--- config.mk ---
export PLATFORM = sky130hd
export DESIGN_NAME = task_submit_queue
export DESIGN_NICKNAME = d
export VERILOG_FILES = /design/src/rtl/task_submit_queue.sv
export SDC_FILE = /design/constraint.sdc
export NUM_CORES = 1
export LEC_CHECK = 0
export CORE_MARGIN = 4
export CORE_UTILIZATION = 35
export DETAILED_ROUTE_END_ITERATION = 10
export GPL_TIMING_DRIVEN = 0
export PLACE_DENSITY = 0.55
export SYNTH_ARGS = -nofsm -noshare
export SYNTH_HDL_FRONTEND = slang
export SYNTH_SLANG_ARGS = --single-unit
--- constraint.sdc ---
create_clock -name clk -period 2.57 [get_ports clk]
set_input_delay 0.257 -clock clk [delete_from_list [all_inputs] [get_ports clk]]
set_output_delay 0.257 -clock clk [all_outputs]
set_load 0.1 [all_outputs]
--- src/rtl/task_submit_queue.sv ---
`default_nettype none
// =============================================================================
// Module   : task_submit_queue
// Brief    : Debounced submit key captures switch task ID/burst into a small
//            FIFO offered on a valid/ready port. Optional build macro
//            TSQ_DUP_REJECT_EN rejects duplicate queued IDs and adds o_err_dup.
// Revision : 1.0 - initial release
// =============================================================================
module task_submit_queue #(
  parameter int DEPTH     = 4,
  parameter int ID_W      = 4,
  parameter int TIME_W    = 4,
  parameter int DB_CYCLES = 4
) (
  input  logic                       clk,
  input  logic                       rst_n,
  input  logic [ID_W-1:0]            i_sw_task_id,
  input  logic [TIME_W-1:0]          i_sw_burst,
  input  logic                       i_key_submit_n,
  input  logic                       i_key_flush_n,
  output logic                       o_req_valid,
  output logic [ID_W-1:0]            o_req_task_id,
  output logic [TIME_W-1:0]          o_req_burst,
  input  logic                       i_req_ready,
  output logic [$clog2(DEPTH+1)-1:0] o_q_count,
  output logic                       o_q_full,
  output logic                       o_err_overflow,
`ifdef TSQ_DUP_REJECT_EN
  output logic                       o_err_dup,
`endif
  output logic                       o_err_zero
);

  localparam int PTR_W = $clog2(DEPTH);
  localparam int CNT_W = $clog2(DEPTH+1);
  localparam int DBC_W = $clog2(DB_CYCLES+1);

  typedef enum logic [1:0] {
    S_RELEASED  = 2'd0,
    S_PRESSING  = 2'd1,
    S_PRESSED   = 2'd2,
    S_RELEASING = 2'd3
  } db_state_t;

  logic              r_sub_s1, r_sub_s2;
  logic              r_fl_s1, r_fl_s2;
  logic [ID_W-1:0]   r_id_s1, r_id_s2;
  logic [TIME_W-1:0] r_bt_s1, r_bt_s2;

  db_state_t         r_db_state;
  logic [DBC_W-1:0]  r_db_cnt;
  logic              r_push_stb;

  logic [ID_W-1:0]   r_mem_id [DEPTH];
  logic [TIME_W-1:0] r_mem_bt [DEPTH];
  logic [PTR_W-1:0]  r_wr_ptr, r_rd_ptr;
  logic [CNT_W-1:0]  r_count;
  logic              r_err_ovf, r_err_zero;

  logic w_flush, w_pop, w_full, w_zero, w_dup, w_ovf, w_push;

  // Keys reset to the released (high) level so a held key must debounce anew
  always_ff @(posedge clk or negedge rst_n) begin
    if (!rst_n) begin
      r_sub_s1 <= 1'b1;
      r_sub_s2 <= 1'b1;
      r_fl_s1  <= 1'b1;
      r_fl_s2  <= 1'b1;
      r_id_s1  <= '0;
      r_id_s2  <= '0;
      r_bt_s1  <= '0;
      r_bt_s2  <= '0;
    end else begin
      r_sub_s1 <= i_key_submit_n;
      r_sub_s2 <= r_sub_s1;
      r_fl_s1  <= i_key_flush_n;
      r_fl_s2  <= r_fl_s1;
      r_id_s1  <= i_sw_task_id;
      r_id_s2  <= r_id_s1;
      r_bt_s1  <= i_sw_burst;
      r_bt_s2  <= r_bt_s1;
    end
  end

  always_ff @(posedge clk or negedge rst_n) begin
    if (!rst_n) begin
      r_db_state <= S_RELEASED;
      r_db_cnt   <= '0;
      r_push_stb <= 1'b0;
    end else begin
      r_push_stb <= 1'b0;
      case (r_db_state)
        S_RELEASED: begin
          if (!r_sub_s2) begin
            r_db_state <= S_PRESSING;
            r_db_cnt   <= DBC_W'(1);
          end
        end
        S_PRESSING: begin
          if (r_sub_s2) begin
            r_db_state <= S_RELEASED;
          end else if (r_db_cnt == DBC_W'(DB_CYCLES-1)) begin
            r_db_state <= S_PRESSED;
            r_push_stb <= 1'b1;
          end else begin
            r_db_cnt <= r_db_cnt + 1'b1;
          end
        end
        S_PRESSED: begin
          if (r_sub_s2) begin
            r_db_state <= S_RELEASING;
            r_db_cnt   <= DBC_W'(1);
          end
        end
        S_RELEASING: begin
          if (!r_sub_s2) begin
            r_db_state <= S_PRESSED;
          end else if (r_db_cnt == DBC_W'(DB_CYCLES-1)) begin
            r_db_state <= S_RELEASED;
          end else begin
            r_db_cnt <= r_db_cnt + 1'b1;
          end
        end
        default: r_db_state <= S_RELEASED;
      endcase
    end
  end

  assign w_flush = !r_fl_s2;
  assign w_pop   = (r_count != '0) && i_req_ready && !w_flush;
  assign w_full  = (r_count == CNT_W'(DEPTH));

`ifdef TSQ_DUP_REJECT_EN
  logic [DEPTH-1:0] w_dup_hit;
  logic             r_err_dup;

  // Slot g is live when its distance from the head is below the count; the
  // head slot leaving this cycle no longer blocks a matching push.
  for (genvar g = 0; g < DEPTH; g++) begin : g_dup
    logic [PTR_W-1:0] w_off;
    assign w_off        = PTR_W'(g) - r_rd_ptr;
    assign w_dup_hit[g] = (CNT_W'(w_off) < r_count) && !(w_pop && (w_off == '0)) &&
                          (r_mem_id[g] == r_id_s2);
  end
  assign w_dup = |w_dup_hit;
`else
  assign w_dup = 1'b0;
`endif

  // Burst check first, then duplicate, then capacity
  assign w_zero = r_push_stb && !w_flush && (r_bt_s2 == '0);
  assign w_ovf  = r_push_stb && !w_flush && !w_zero && !w_dup && w_full && !w_pop;
  assign w_push = r_push_stb && !w_flush && !w_zero && !w_dup && !(w_full && !w_pop);

  always_ff @(posedge clk or negedge rst_n) begin
    if (!rst_n) begin
      for (int i = 0; i < DEPTH; i++) begin
        r_mem_id[i] <= '0;
        r_mem_bt[i] <= '0;
      end
      r_wr_ptr  <= '0;
      r_rd_ptr  <= '0;
      r_count   <= '0;
      r_err_ovf <= 1'b0;
    end else if (w_flush) begin
      r_wr_ptr  <= '0;
      r_rd_ptr  <= '0;
      r_count   <= '0;
      r_err_ovf <= 1'b0;
    end else begin
      if (w_push) begin
        r_mem_id[r_wr_ptr] <= r_id_s2;
        r_mem_bt[r_wr_ptr] <= r_bt_s2;
        r_wr_ptr           <= r_wr_ptr + 1'b1;
      end
      if (w_pop) begin
        r_rd_ptr <= r_rd_ptr + 1'b1;
      end
      if (w_push && !w_pop) begin
        r_count <= r_count + 1'b1;
      end else if (!w_push && w_pop) begin
        r_count <= r_count - 1'b1;
      end
      if (w_ovf) begin
        r_err_ovf <= 1'b1;
      end
    end
  end

  always_ff @(posedge clk or negedge rst_n) begin
    if (!rst_n) begin
      r_err_zero <= 1'b0;
    end else if (w_zero) begin
      r_err_zero <= 1'b1;
    end else if (w_push) begin
      r_err_zero <= 1'b0;
    end
  end

`ifdef TSQ_DUP_REJECT_EN
  always_ff @(posedge clk or negedge rst_n) begin
    if (!rst_n) begin
      r_err_dup <= 1'b0;
    end else if (w_flush) begin
      r_err_dup <= 1'b0;
    end else if (r_push_stb && !w_zero && w_dup) begin
      r_err_dup <= 1'b1;
    end
  end
  assign o_err_dup = r_err_dup;
`endif

  assign o_req_valid    = (r_count != '0);
  assign o_req_task_id  = r_mem_id[r_rd_ptr];
  assign o_req_burst    = r_mem_bt[r_rd_ptr];
  assign o_q_count      = r_count;
  assign o_q_full       = w_full;
  assign o_err_overflow = r_err_ovf;
  assign o_err_zero     = r_err_zero;

endmodule
`default_nettype wire
# Word-level counts from Yosys, hierarchy flattened
# Cells that the tools add are included.
[totals]
regBits = 67
inputBits = 13
out_inout_bits = 15
word_cells = 109
[op_classes]
add_sub_neg = 5
n_lt_le_gt_ge = 3
n_eq_ne = 15
muxes = 37
bitwise = 2
n_reduce_logical = 23
[op_table]
columns = ["operator", "count"]
rows = [
  ["bitwise mux 16 bit", 2],
  ["2-to-1 mux 3 bit", 8],
  ["2-to-1 mux 2 bit", 10],
  ["2-to-1 mux 4 bit", 5],
  ["binary-select mux 4 bit (select 2 bit)", 2],
  ["logical AND 1 bit", 12],
  ["case mux 3 bit (4 select lines)", 1],
  ["demux 4 bit (select 2 bit)", 1],
  ["inequality test 2 bit, second input constant", 4],
  ["case mux 2 bit (4 select lines)", 1],
  ["AND reduction 4 bit", 2],
  ["2-to-1 mux 1 bit", 7],
  ["adder 3 x 1 -> 3 bit, second input constant", 2],
  [">= comparator 3 bit, second input constant", 2],
  ["inequality test 2 x 1 -> 1 bit, second input constant", 3],
  ["inequality test 3 bit, second input constant", 2],
  ["NOT 2 -> 3 bit", 2],
  ["adder 2 x 1 -> 2 bit, second input constant", 2],
  ["equality test 2 bit, second input constant", 2],
  ["logical NOT 1 bit", 4],
  ["logical NOT 4 bit", 1],
  ["equality test 3 x 2 -> 1 bit, second input constant", 1],
  ["equality test 3 bit, second input constant", 1],
  ["less-than comparator 3 x 1 -> 1 bit, second input constant", 1],
  ["other kinds (7)", 7],
]

# Logic depth before layout (Yosys ltp)
[logic_depth]
depth_word = 12
mapped_depth = 7

# Worst setup path after synthesis
# OpenSTA, ideal clock, no wires.
[synth_path]
kind = "register to register"
from = "register r_count[2], in the netlist o_q_count[2]"
to = "register r_count[2], in the netlist o_q_count[2]"
setup_time_ns = 0.096
arrival_time_ns = 2.908
t_required_ns = 2.474
path_slack_ns = -0.434
path_stages_with_launch = 8
period_less_slack_ns = 3.004
path_cell_list = "dfrtp_1 -> or3b_4 -> o2111ai_4 -> nor2_1 -> fa_1 -> nor4_1 -> nor3_1 -> o31ai_1"
[synth_via]
elab_chain_cells = 10
[synth_rtl]
columns = ["element", "line", "source"]
rows = [
  ["start: declaration", "57", "logic [CNT_W-1:0] r_count;"],
  ["start signal: assignment", "180", "r_count <= r_count + 1'b1;"],
  ["start signal: assignment", "182", "r_count <= r_count - 1'b1;"],
  ["nonzero test 3 bit", "130", "assign w_pop = (r_count != '0) && i_req_ready && !w_flush;"],
  ["logical AND 1 bit (2 in series)", "130", ""],
  ["logical NOT 1 bit", "153, 179", ""],
  ["logical AND 1 bit", "153", "assign w_push = r_push_stb && !w_flush && !w_zero && !w_dup && !(w_full && !w_pop);"],
  ["logical NOT 1 bit", "153", ""],
  ["logical AND 1 bit", "153", ""],
  ["logical NOT 1 bit or logical AND 1 bit (tied branches)", "181, 179", ""],
  ["logical AND 1 bit or 2-to-1 mux 3 bit (tied branches)", "181, 179", ""],
  ["inequality test 3 x 1 -> 1 bit (no source line) or 2-to-1 mux 3 bit (tied branches)", "-", ""],
]
# Parallel ways exist; a longest one is shown, timed or not. The select of a mux whose other input is x is not followed.
# A chain may end at the register's enable or synchronous reset.

# Worst setup path in the final report
[layout_path]
from = "register r_count[0], in the netlist o_q_count[0]"
to = "output port o_q_full"
[layout_via]
elab_chain_cells = 1
[layout_rtl]
columns = ["element", "line", "source"]
rows = [
  ["equality test 3 bit", "131", "assign w_full = (r_count == CNT_W'(DEPTH));"],
  ["end: declaration", "26", "output logic o_q_full,"],
]
# No other way between the ends.

==> key figures <==
Worst setup path
  • CP peak stage delay: 840 ps
  • CP bufs+invs: 2
  • Startpoint Class: register
  • Worst endpoint data arrival time: 2190 ps
  • Slowest cell on crit path: dlygate4sd2_1
  • Worst r2r path cells: 7
  • Critical-path maximum fanout: 7
  • Crit-path leading delay family: buffers and inverters
  • Stages on worst setup path: 3
  • R2R setup slack: 170 ps
  • Critical Path, Cell by Cell: or3b_4 -> inv_1 -> dlygate4sd2_1
  • Worst path required time: 2310 ps
  • Setup Crit Path Kind: register to output port
  • Worst setup EP type: output port

Cells and area
  • Antenna diode count: 0
  • Fillers: 679
  • Layout cells sized above 1: 37.44%
  • Area growth syn-to-layout: 22.83%
  • Final std cells w/o fill: 326
  • Post-layout nets: 242

Place
  • Place WS: -0.8575 ps
  • Placer Congestion: 0.7478
  • Placed insts: 309
  • HPWL after detailed placement: 3097 µm
  • PortBufs: 27

STA
  • Rel. slew slack: 35.29%
  • Final Critical Period: 2447 ps
  • RSZ-0062 raised after global routing: no
  • Setup violations, final: 0
  • Worst slew pin tran: 967.6 ps
  • Final cycle utilization of the critical path: 95.22%
  • Final hold vios: 0
  • Final worst setup slack: 123.0 ps
  • Clock Skew: 10.93 ps
  • Setup TNS: 0 ps
  • FMAX: 0.4087 GHz
  • Min Hold Slack: 26.58 ps
  • Pins Over Slew Limit: 0

Synthesis
  • Cell accounting for the most synthesized area: dfrtp_1
  • Xor and xnor fraction of the mapped netlist area: 1.284%
  • Post-synthesis sequential area ratio: 61.62%
  • Largest family of logic cells by synthesized area: multiplexers
  • Syn nets: 203
  • Synth Area in Adders: 3.485%
  • Yosys cell types: 33
  • Top cells by area, synth: dfrtp_1 58%, mux2_2 14%, mux4_2 6.6%
  • Syn Inst Count: 183
  • Mux cell area share after synthesis: 20.59%
  • Simple logic cell fraction of the synthesized area: 6.236%
  • Mapped Area: 2729 µm²
  • Compound-cell area share of the yosys netlist: 4.539%
  • Top-area cell type share of the netlist area: 57.77%
  • Synthesized flop and latch total: 67
  • Number of flops mapped to enable cells by yosys: 0
  • Ys Warns: 0
  • Mapped Avg Cell Area: 14.91 µm²
  • Post-synth ARST share: 100.0%
  • Post-synth top flop: dfrtp_1

CTS
  • Htree depth: 3
  • Hold-fix buffers, CTS: 0
  • Max Root-Sink Buffers: 2
  • Cts bufs inserted: 9
  • Reg clk slew, reported paths: 70 ps
  • Latest clock arrival within the worst-skew pair: 330 ps
  • Clk root buf: clkbuf_8
  • Clock Sinks: 67
  • CTS tree: done

Power
  • Power density cells: 1057 nW/µm²
  • Leak pwr: 1.525 nW
  • Tot Pwr: 0.003543 W
  • Max VDD drop: 0.3765 mV

Drt
  • Residual DRC count: 0
  • Initial DRC count: 62
  • Initial DRT Pass Iterations: 4
  • Total Wirelength: 4812 µm
  • Vias: 1,542
  • Vias per cell: 4.730
  • ANT nets after route: 0
  • Routed len/inst: 14.76 µm

Floorplan
  • CORE AREA: 7408 µm²
  • Die height: 96.30 µm
  • Full die area: 9274 µm²
  • Die X-Extent: 96.30 µm
  • Rows: 31
  • Initial core utilization: 36.83%
  • Top Ports: 28

GRT
  • First-pass GRT wire length: 8059 µm
  • Initial antenna violation count: 0
  • Total grt overflow: 0
  • Largest net degree at the start of global routing: 68
  • GRT Overall Usage: 12.02%
  • Vias in the first global route: 1,608

Worst hold path
  • Worst hold-check path type: input port to asynchronous set/reset pin

Run
  • Max-Cap Viols: 0

Run status
  • Status: complete, no violations
cell families (layout without fill, tap and decap cells):
| logic type | Yosys count | count (layout) |
|---|---|---|
| AO/OA/AOI/OAI | 15 | 15 |
| adder cells (fa/ha/maj) | 7 | 7 |
| buffers and inverters | 16 | 60 |
| flip-flops | 67 | 67 |
| multiplexers | 42 | 42 |
| AND/OR/NAND/NOR | 32 | 32 |
| XOR/XNOR | 4 | 4 |
power breakdown:
| part | total [W] | internal (W) | switching, W |
|---|---|---|---|
| Sequential | 0.00130 | 0.00121 | 0.0000896 |
| Clock | 0.000913 | 0.000540 | 0.000373 |
| Combinational | 0.00133 | 0.000378 | 0.000956 |
| Total | 0.00354 | 0.00212 | 0.00142 |
area by class of cell:
class                      count  area, µm²  share of cell area [%]
timing repair buffer          28      274.0                   8.175
clock inverter                 6      80.08                   2.389
clock buffer                  10      127.6                   3.807
sequential                    67       1693                   50.50
multi-input combinational    100      992.2                   29.60
inverter                      12      45.04                   1.344
buffer                         4      16.27                  0.4853
tap                           99      123.9                   3.695
registers in the layout, summed over array words and instances, names as in the netlist, 2 cells and up, named ones only:
register	cells
o_q_count	3
r_bt_s1	4
r_bt_s2	4
r_db_cnt	3
r_id_s1	4
r_id_s2	4
r_mem_bt	16
r_mem_id	16
r_rd_ptr	2
r_wr_ptr	2
worst reg2reg max path: stages, from the launching register on:
cell,delay (ps)
dfrtp_4,520
or3b_4,430
o2111ai_4,210
nor2_1,100
fa_1,430
nor4_2,280
nor3_1,80
o31ai_1,260
metal layers:
| layer | vias to the layer above | GRT usage [%] | wire length [µm] |
|---|---|---|---|
| met5 | - | 0 | 0 |
| met2 | 23 | 18.29 | 2308 |
| met4 | 0 | 5.958 | 108 |
| met3 | 9 | 3.831 | 157 |
| met1 | 780 | 15.46 | 2238 |
| li1 | 730 | - | - |
synthesized netlist by cell type, drive strengths merged (2+ instances only):
| cell type | n |
|---|---|
| ha | 6 |
| dfstp | 4 |
| nand2 | 10 |
| buf | 2 |
| o21a | 2 |
| dfrtp | 63 |
| xnor2 | 3 |
| o21ai | 6 |
| nor4 | 2 |
| clkbuf | 2 |
| nor3 | 5 |
| inv | 12 |
| mux4 | 8 |
| o31a | 2 |
| mux2 | 33 |
| nor2 | 9 |
final timing paths:
check	startpoint	to
max reg2reg	o_q_count[0]	o_q_count[2]
min in group clk	i_key_submit_n	r_sub_s1
min reg2reg	r_id_s1[1]	r_id_s2[1]
max in group asynchronous	rst_n	o_q_count[0]
min	rst_n	r_db_state[0]
max	o_q_count[0]	o_q_full
per-stage QoR:
step	area, µm²	utilization (%)
after floorplan	2746	-
after global placement	3141	42.39
after detailed placement	3138	42.36
after CTS	3359	45.35
after global routing	3352	45.25
final	3352	45.25
what timing repair did:
item,CTS,global route
buffers inserted,1,0
gates resized for setup,23,3
pin swaps,1,0
setup endpoints to repair,10,3
placed cells by master, fill, tap and decap left out, drive strengths merged, types with 6 or more instances in the layout:
cell and n:
inv 12, mux2 33, clkdlybuf4s50 16, nand2 10
clkbuf 14, clkdlybuf4s15 6, mux4 8, nor2 9
dfrtp 63, o21ai 6, ha 6
(Power assumes the default switching activity.)
